$ cat config.mk
export PLATFORM = sky130hd
export DESIGN_NAME = nes_controller_emulator
export DESIGN_NICKNAME = d
export VERILOG_FILES = /design/src/rtl/nes_controller_emulator.sv
export SDC_FILE = /design/constraint.sdc
export NUM_CORES = 1
export LEC_CHECK = 0
export ABC_AREA = 1
export ABC_CLOCK_PERIOD_IN_PS = 2180
export CORE_ASPECT_RATIO = 1.4
export CORE_MARGIN = 1
export CORE_UTILIZATION = 56
export CTS_BUF_LIST = sky130_fd_sc_hd__clkbuf_16
export DETAILED_ROUTE_END_ITERATION = 16
export GPL_TIMING_DRIVEN = 0
export MAX_ROUTING_LAYER = met4
export PLACE_DENSITY = 0.78
export SYNTH_ARGS = -nofsm -noshare
export SYNTH_HDL_FRONTEND = slang
export SYNTH_SLANG_ARGS = --single-unit
export TNS_END_PERCENT = 30
$ cat constraint.sdc
create_clock -name clk -period 2.18 [get_ports clk]
set_input_delay 0.545 -clock clk [delete_from_list [all_inputs] [get_ports clk]]
set_output_delay 0.545 -clock clk [all_outputs]
set_load 0.02 [all_outputs]
$ cat src/rtl/nes_controller_emulator.sv
// rtl/nes_controller_emulator.sv - NES pad responder: answers console LATCH/PULSE with 8 active-low button bits on DATA.
module nes_controller_emulator #(
  parameter logic        PAD_LEVEL = 1'b0,
  parameter logic [15:0] TIMEOUT   = 16'd50000
) (
  input  logic       clk,
  input  logic       reset,
  input  logic [7:0] buttons,
  input  logic       nes_latch,
  input  logic       nes_pulse,
  output logic       nes_data,
  output logic       busy,
  output logic       frame_done,
  output logic [3:0] bit_count
);

  typedef enum logic [1:0] {S_IDLE, S_LOAD, S_SHIFT, S_DONE} state_t;

  state_t      state, state_next;
  logic [7:0]  sr, sr_next;
  logic [3:0]  bit_count_next;
  logic [15:0] idle_cnt, idle_next;
  logic        frame_done_next, nes_data_next, busy_next;

  logic latch_s1, latch_s2, latch_s3;
  logic pulse_s1, pulse_s2, pulse_s3;
  logic latch_fall, pulse_rise;

  // Console signals are asynchronous; s3 only exists to give a one-cycle edge detect.
  always_ff @(posedge clk) begin
    if (reset) begin
      latch_s1 <= 1'b0;
      latch_s2 <= 1'b0;
      latch_s3 <= 1'b0;
      pulse_s1 <= 1'b0;
      pulse_s2 <= 1'b0;
      pulse_s3 <= 1'b0;
    end else begin
      latch_s1 <= nes_latch;
      latch_s2 <= latch_s1;
      latch_s3 <= latch_s2;
      pulse_s1 <= nes_pulse;
      pulse_s2 <= pulse_s1;
      pulse_s3 <= pulse_s2;
    end
  end

  assign latch_fall = ~latch_s2 & latch_s3;
  assign pulse_rise = pulse_s2 & ~pulse_s3;

  always_ff @(posedge clk) begin
    if (reset) begin
      state      <= S_IDLE;
      sr         <= 8'hFF;
      bit_count  <= 4'd0;
      idle_cnt   <= 16'd0;
      frame_done <= 1'b0;
      nes_data   <= 1'b1;
      busy       <= 1'b0;
    end else begin
      state      <= state_next;
      sr         <= sr_next;
      bit_count  <= bit_count_next;
      idle_cnt   <= idle_next;
      frame_done <= frame_done_next;
      nes_data   <= nes_data_next;
      busy       <= busy_next;
    end
  end

  always_comb begin
    state_next      = state;
    sr_next         = sr;
    bit_count_next  = bit_count;
    idle_next       = idle_cnt;
    frame_done_next = 1'b0;

    // A high latch behaves like the 4021 parallel load and overrides everything else.
    if (latch_s2) begin
      state_next     = S_LOAD;
      sr_next        = ~buttons;
      bit_count_next = 4'd0;
      idle_next      = 16'd0;
    end else begin
      case (state)
        S_LOAD: begin
          if (latch_fall) begin
            state_next = S_SHIFT;
            idle_next  = 16'd0;
          end
        end
        S_SHIFT: begin
          if (pulse_rise) begin
            sr_next        = {PAD_LEVEL, sr[7:1]};
            bit_count_next = bit_count + 4'd1;
            idle_next      = 16'd0;
            if (bit_count == 4'd7) begin
              state_next      = S_DONE;
              frame_done_next = 1'b1;
            end
          end else if (idle_cnt == TIMEOUT - 16'd1) begin
            state_next     = S_IDLE;
            bit_count_next = 4'd0;
            idle_next      = 16'd0;
          end else begin
            idle_next = idle_cnt + 16'd1;
          end
        end
        default: begin
        end
      endcase
    end

    case (state_next)
      S_IDLE:  nes_data_next = 1'b1;
      S_DONE:  nes_data_next = PAD_LEVEL;
      default: nes_data_next = sr_next[0];
    endcase
    busy_next = (state_next == S_LOAD) || (state_next == S_SHIFT);
  end

endmodule
; ---- After elaboration in Yosys (flattened, before gate mapping)
; Index checks and enable logic that the tools add are counted.
[totals]
register_bits = 39
input_bits = 12
out_inout_bits = 7
wordCells = 59
[op_classes]
n_addsub = 2
n_eq_ne = 8
muxes = 17
bitwise_logic = 7
n_reduce_logical = 11
[ops]
columns = operator, n
row1 = $mux 16, 3
row2 = $pmux 16 s2, 1
row3 = $mux 8, 3
row4 = $add 16x1->16 const B, 1
row5 = $eq 16x16->1 const B, 1
row6 = $mux 2, 5
row7 = $mux 4, 2
row8 = $not 8->8, 1
row9 = $reduce_bool 2->1, 4
row10 = $eq 2x2->1 const B, 3
row11 = $reduce_and 2->1, 3
row12 = $add 4x1->4 const B, 1
row13 = $eq 2x1->1 const B, 2
row14 = $eq 4x3->1 const B, 1
row15 = $not 1->1, 4
row16 = $pmux 2 s2, 1
row17 = $reduce_or 4->1, 1
row18 = $and 1x1->1, 2
row19 = $logic_not 2->1, 1
row20 = $ne 2x2->1 const B, 1
row21 = $pmux 1 s2, 1
row22 = $reduce_or 2->1, 1
row23 = $logic_or 1x1->1, 1
row24 = $mux 1, 1

; ---- Logic depth before layout (Yosys ltp)
; Gate-level depths: netlist of run 1.
[logic_depth]
depth_word = 7
depth_mapped = 14

; ---- Worst setup path after synthesis of run 1
; OpenSTA, ideal clock, no wires.
[synth_timing]
path_type = register to register
start = register bit_count[0]
end = register nes_data
arrival_time_ns = 1.615
required_ns = 2.065
path_slack_ns = 0.450
stages_incl_launch_ff = 11
n_path_buf = 0
period_less_slack_ns = 1.730
path_cell_list = dfxtp_1 -> ha_1 -> nand3_1 -> nor2_1 -> o21ai_0 -> nand2_1 -> nand2_1 -> ha_1 -> inv_1 -> a21oi_1 -> nand2_1
[synth_between]
elab_chain_len = 7
[synth_lines]
columns = item, line
row1 = start: declaration, 14  ; output logic [3:0] bit_count
row2 = start signal: assignment, 63  ; bit_count <= bit_count_next;
row3 = $eq 4x3->1 *, 97  ; if (bit_count == 4'd7) begin
row4 = $mux 2 *, 97
row5 = $mux 2 *, 93  ; if (pulse_rise) begin
row6 = $pmux 2 s2 *, 85  ; case (state)
row7 = $mux 2 *, 79  ; if (latch_s2) begin
row8 = $eq 2x2->1 or $logic_not 2->1 (tied branches), 114  ; case (state_next)
row9 = $pmux 1 s2 *, 114
row10 = end signal: assignment, 66  ; nes_data <= nes_data_next;
row11 = end: declaration, 11  ; output logic nes_data,
; Mark *: on every way between the ends. The rest lies on a longest branch, timed or not.
; A chain may end at the register's enable or synchronous reset.

; ---- Final worst setup path of run 1
[layout_timing]
start = register idle_cnt[0]
end = register nes_data
[layout_between]
elab_chain_len = 7
[layout_lines]
columns = item, line
row1 = start: declaration, 22  ; logic [15:0] idle_cnt, idle_next;
row2 = start signal: assignment, 64  ; idle_cnt <= idle_next;
row3 = $eq 16x16->1 *, 101  ; end else if (idle_cnt == TIMEOUT - 16'd1) begin
row4 = $mux 2 *, 101
row5 = $mux 2 *, 93
row6 = $pmux 2 s2 *, 85
row7 = $mux 2 *, 79
row8 = $eq 2x2->1 or $logic_not 2->1 (tied branches), 114
row9 = $pmux 1 s2 *, 114
; Marks and branches as above.

==> results_dict.tcl, run 1 <==
set metrics [dict create \
    wl_per_cell_um 12.3 \
    finalMaxSlewViolations 0 \
    rows 25 \
    reg2reg_depth 13 \
    crit_end "nes_data" \
    ys_ff_latch 39 \
    cp_common_cell "nand2_1" \
    dieArea_mm2 0.00378 \
    ioPinCount 19 \
    cts_buffers 5 \
    antenna_cells 0 \
    die_y_um 72.4 \
    crit_fanout 5 \
    tightestPinTransition_ps 368 \
    whs_path_depth 2 \
    multiInputGateArea_mm2 0.00102 \
    syn_to_final_growth_pct 18.7 \
    crit_type "reg2reg" \
    htree_levels 2 \
    rsz0062_at_grt "no" \
    antenna_left 0 \
    grt-ovfl-total 0 \
    ys_seq_area_share_pct 39.4 \
    synthCells 273 \
    start_kind "flip-flop" \
    synth_xor_area_share_pct 1.77 \
    post-route-period-util_pct 88.2 \
    most-common-layout-cells "nand2_1, nor2_1, dfxtp_1" \
    ctsHoldBuffers 0 \
    drtIter0Drc 39 \
    post-route-min-period_ps 1920 \
    mostFrequentLayoutCell "nand2_1" \
    seqCellArea_um2 781 \
    timing.rr.start "idle_cnt[0]" \
    portBuffers 18 \
    p_per_area_mw_per_mm2 653 \
    vias 1859 \
    clk_latency_ps 280 \
    antenna_found_initial 0 \
    end_kind "flip-flop" \
    worstPathArrival_ps 2150 \
    core_area_mm2 0.00338 \
    max_freq_mhz 520 \
    nets 315 \
    cts_tree "built" \
    synth_fa_ha_area_share_pct 3.16 \
    synth_top_family_by_area "simple AND/OR/NAND/NOR gates" \
    hold_viol 0 \
    root_buffer "clkbuf_16" \
    cts_setup_buffers 0 \
    cp.depth 13 \
    outcome "complete, no violations" \
    grt_pass1_vias 1739 \
    syn_nets 290 \
    grt_usage_pct 25.6 \
    cp.required_ps 2410 \
    synth_compound_area_share_pct 13.5 \
    cp_slowest_cell "dfxtp_1" \
    synth-simple-area-share_pct 33.1 \
    crit_chain "ha_1, nand3_2, nor2_1, nand2_2, nand2_1, nand4_1, nand2_1, nand2_1, nand2_1, ha_1, inv_1, a21oi_1, nand2_1" \
    crit_family "simple AND/OR/NAND/NOR gates" \
    syn_avg_cell_area_um2 7.26 \
    cap_violations 0 \
    cts_max_path_buffers 2 \
    synth_top_area_cell "dfxtp_1" \
    synth_cell_type_count 33 \
    fp.dieW_um 52.3 \
    grt_pass1_wl_um 7010 \
    slew_headroom_pct 75.4 \
    dp_hpwl_um 3170 \
    grt_max_degree 13 \
    cellLeakagePower_uw 0.000928 \
    worstSetupStartpoint "idle_cnt[0]" \
    yosysWarnings 0 \
    finalSetupViolations 0 \
    max_stage_delay_ps 390 \
    hp-class "reg2reg" \
    rr_endpoint "nes_data" \
    cts.repair.resized 0 \
    cts_sinks 39 \
    drcViolationCount 0 \
    initial_core_util_pct 58.7 \
    tns_ps 0 \
    synth_area_leaders "dfxtp_1, nand2_1, nor2_1" \
    wl_um 4180 \
    first_pass_iters 4 \
    pre_cts_ws_ps 288 \
    synth_top_area_share_pct 39.4 \
    via_per_inst 5.48 \
    clkTransAtPathRegs_ps 50 \
    muxShareOfSynthArea_pct 0 \
    r2r_slack_ps 260 \
    fillers 284 \
    max-vdd-ir-drop_mv 0.683 \
    synth_area_mm2 0.00198 \
    skew_ps 5.39 \
    fin_ws_ps 258 \
    drive_gt1_share_pct 11.0 \
    place_congestion 0.843 \
    crit_buf_inv 1 \
]
## how the worst min path moves through the flow
stage          startpoint  endpoint  slack [ps]
6_report         pulse_s1  pulse_s2         400
5_1_grt          pulse_s1  pulse_s2         420
3_5_place_dp     pulse_s1  pulse_s2         400
2_1_floorplan    latch_s1  latch_s2         390
4_1_cts          pulse_s1  pulse_s2         400
3_3_place_gp     latch_s1  latch_s2         390
## Yosys cell counts, drive strengths merged
cell type  instances
or2                1
o22ai              1
buf                5
nor2              47
nand3             20
o21a               2
a21boi             1
inv               36
o21ai              9
a21oi             18
nand4              7
xnor2              1
o2111ai            6
xor2               3
nor3               7
nand2             60
ha                 5
clkinv             1
dfxtp             39
o211ai             3
a31oi              1
## worst min-delay path, cell delays in order, from the launching register on
cell     delay [ps]
dfxtp_1         290
inv_1            40
nor2_1           30
## registers in the layout, indices dropped and copies added, names as in the netlist
name        count
bit_count       4
busy            1
frame_done      1
idle_cnt       16
latch_s1        1
latch_s2        1
latch_s3        1
nes_data        1
pulse_s1        1
pulse_s2        1
pulse_s3        1
sr              8
state           2
## where the power goes
group / switching (uW) / internal [uW] / leakage (uW)
clock network: 279 / 417 / 0.0000733
registers: 7.49 / 728 / 0.000317
logic: 58.2 / 44.4 / 0.000538
total: 345 / 1190 / 0.000928
## metrics by stage
stage / util, % / instances / area [um2] / hold slack [ps] / total power [uW]
5_1_grt: 69.6 / 339 / 2350 / 419 / 1580
6_report: 69.6 / 339 / 2350 / 402 / 1540
4_1_cts: 69.6 / 339 / 2350 / 403 / 1540
2_1_floorplan: - / 273 / 1980 / 388 / 813
3_3_place_gp: 65.5 / 331 / 2210 / 390 / 853
3_5_place_dp: 65.5 / 331 / 2210 / 396 / 855
## kinds of logic (layout without fill, tap and decap cells)
group | Yosys count | in the layout
AOI/OAI and AO/OA | 41 | 41
DFF | 39 | 39
buffers and inverters | 42 | 68
adders and majority gates | 5 | 5
and+or+nand+nor | 142 | 142
xor gates and xnor gates | 4 | 4
## routing by layer
metal  global-route usage [%]  routed length (um)
met1                     23.2                1640
met2                     47.7                2270
met3                     5.24                 137
met4                     13.2                 125
met5                        -                   0
## final cells by class
cell class                      instances  share of cell area (%)
Clock inverter                          3                   0.638
Sequential cell                        39                    33.2
Tap cell                               40                    2.13
Timing Repair Buffer                   18                    7.66
Clock buffer                            5                    5.32
Multi-Input combinational cell        192                    43.5
Inverter                               37                    6.01
Buffer                                  5                    1.60
Note: power is estimated with default switching activity, not from simulation.
==> run 2, diff against run 1 <==
--- a/config.mk
+++ b/config.mk
@@ -12,9 +12,11 @@
 export CORE_UTILIZATION = 56
 export CTS_BUF_LIST = sky130_fd_sc_hd__clkbuf_16
 export DETAILED_ROUTE_END_ITERATION = 16
+export GPL_ROUTABILITY_DRIVEN = 1
 export GPL_TIMING_DRIVEN = 0
 export MAX_ROUTING_LAYER = met4
 export PLACE_DENSITY = 0.78
+export RECOVER_POWER = 50
 export SYNTH_ARGS = -nofsm -noshare
 export SYNTH_HDL_FRONTEND = slang
 export SYNTH_SLANG_ARGS = --single-unit
==> results_dict.tcl, run 2 (synthesis gave the netlist of run 1 again) <==
set metrics [dict create \
    max-vdd-ir-drop_mv 0.682 \
    dp_hpwl_um 3170 \
    hp-class "reg2reg" \
    antenna_left 0 \
    grt-ovfl-total 0 \
    drtIter0Drc 47 \
    dieArea_mm2 0.00378 \
    clk_latency_ps 280 \
    clkTransAtPathRegs_ps 60 \
    ctsHoldBuffers 0 \
    cts_tree "built" \
    fp.dieW_um 52.3 \
    place_congestion 0.843 \
    cp.required_ps 2400 \
    die_y_um 72.4 \
    multiInputGateArea_um2 997 \
    largest_register_ffs 16 \
    crit_buf_inv 1 \
    htree_levels 2 \
    wl_per_cell_um 12.5 \
    p_per_area_mw_per_mm2 658 \
    via_per_inst 5.47 \
    most-common-layout-cells "nand2_1, nor2_1, dfxtp_1" \
    grt_usage_pct 25.6 \
    placed_cells 331 \
    cts_buffers 5 \
    top_regs "idle_cnt (16), sr (8), bit_count (4)" \
    regMostFlops "idle_cnt" \
    core_area_mm2 0.00338 \
    max_freq_mhz 521 \
    post-route-min-period_ps 1920 \
    antenna_found_initial 0 \
    cts_max_path_buffers 2 \
    vias 1854 \
    cts_sinks 39 \
    tightestPinTransition_ps 389 \
    rows 25 \
    cap_violations 0 \
    portBuffers 18 \
    hold_viol 0 \
    grt_max_degree 13 \
    stdcell_count 339 \
    pre_cts_ws_ps 288 \
    nets 315 \
    outcome "complete, no violations" \
    cts.repair.resized 0 \
    ioPinCount 19 \
    power_uw 1530 \
    crit_fanout 5 \
    syn_to_final_growth_pct 17.4 \
    wl_um 4230 \
    grt_pass1_wl_um 7010 \
    fillers 289 \
    first_pass_iters 8 \
    placed_area_mm2 0.00221 \
    start_kind "flip-flop" \
    rsz0062_at_grt "no" \
    seqCellArea_um2 781 \
    worstPathArrival_ps 2140 \
    slew_headroom_pct 74.1 \
    cts_setup_buffers 0 \
    antenna_cells 0 \
    root_buffer "clkbuf_16" \
    grt_pass1_vias 1739 \
    end_kind "flip-flop" \
    cp_common_cell "nand2_1" \
    cellLeakagePower_uw 0.000921 \
    tns_ps 0 \
    crit_type "reg2reg" \
    finalMaxSlewViolations 0 \
    skew_ps 4.99 \
    mostFrequentLayoutCell "nand2_1" \
    post-route-period-util_pct 88.1 \
    crit_chain "ha_1, nand3_2, nor2_1, nand2_2, nand2_1, nand4_1, nand2_1, nand2_1, nand2_1, ha_1, inv_1, a21oi_1, nand2_1" \
    final_cell_area_mm2 0.00233 \
    crit_family "simple AND/OR/NAND/NOR gates" \
    cp_slowest_cell "dfxtp_1" \
    drcViolationCount 0 \
    finalSetupViolations 0 \
    drive_gt1_share_pct 9.70 \
    fin_ws_ps 260 \
    max_stage_delay_ps 390 \
    initial_core_util_pct 58.7 \
]
## run 2: changes by cell type in the layout (fill, tap and decap cells not counted), sizes merged
cell	before	now
buf	5	4
clkbuf	5	6
clkdlybuf4s50	18	17
dlygate4sd3	0	1
## run 2: final timing paths
path | endpoint | cells past startpoint | startpoint | slack [ps]
worst max-delay path | nes_data | 13 | idle_cnt[0] | 260
worst min-delay path | pulse_s2 | 2 | pulse_s1 | 400
worst max register to register | nes_data | 13 | idle_cnt[0] | 260
worst min register to register | pulse_s2 | 2 | pulse_s1 | 400
## run 2: power by group
part           internal (uW)  total [uW]  switching (uW)  leakage [uW]
Sequential               728         736            7.48      0.000317
Combinational           42.9        99.7            56.8      0.000531
Clock                    417         696             279     0.0000733
Total                   1190        1530             343      0.000921
## run 2: layout make-up
| type | instances | share of cell area (%) |
|---|---|---|
| clock buffers | 5 | 5.38 |
| multi-input cells | 192 | 42.9 |
| well taps | 40 | 2.15 |
| plain buffers | 5 | 1.56 |
| flip-flops and latches | 39 | 33.6 |
| inverters | 37 | 6.08 |
| repair buffers | 18 | 7.75 |
| clock inverters | 3 | 0.646 |
## run 2: worst min-delay path: stages (launching register included)
cell and delay, ps:
dfxtp_1 290, inv_1 40, nor2_1 30
## run 2: metrics by stage
stage | hold slack, ps | utilization (%)
after floorplan | 388 | -
after global placement | 390 | 65.5
after detailed placement | 396 | 65.5
after CTS | 403 | 69.6
after global routing | 419 | 68.9
final | 402 | 68.9
## run 2: layer usage
metal	wire [um]	global-route usage, %
met1	1690	23.2
met2	2310	47.7
met3	120	5.24
met4	109	13.2
met5	0	-
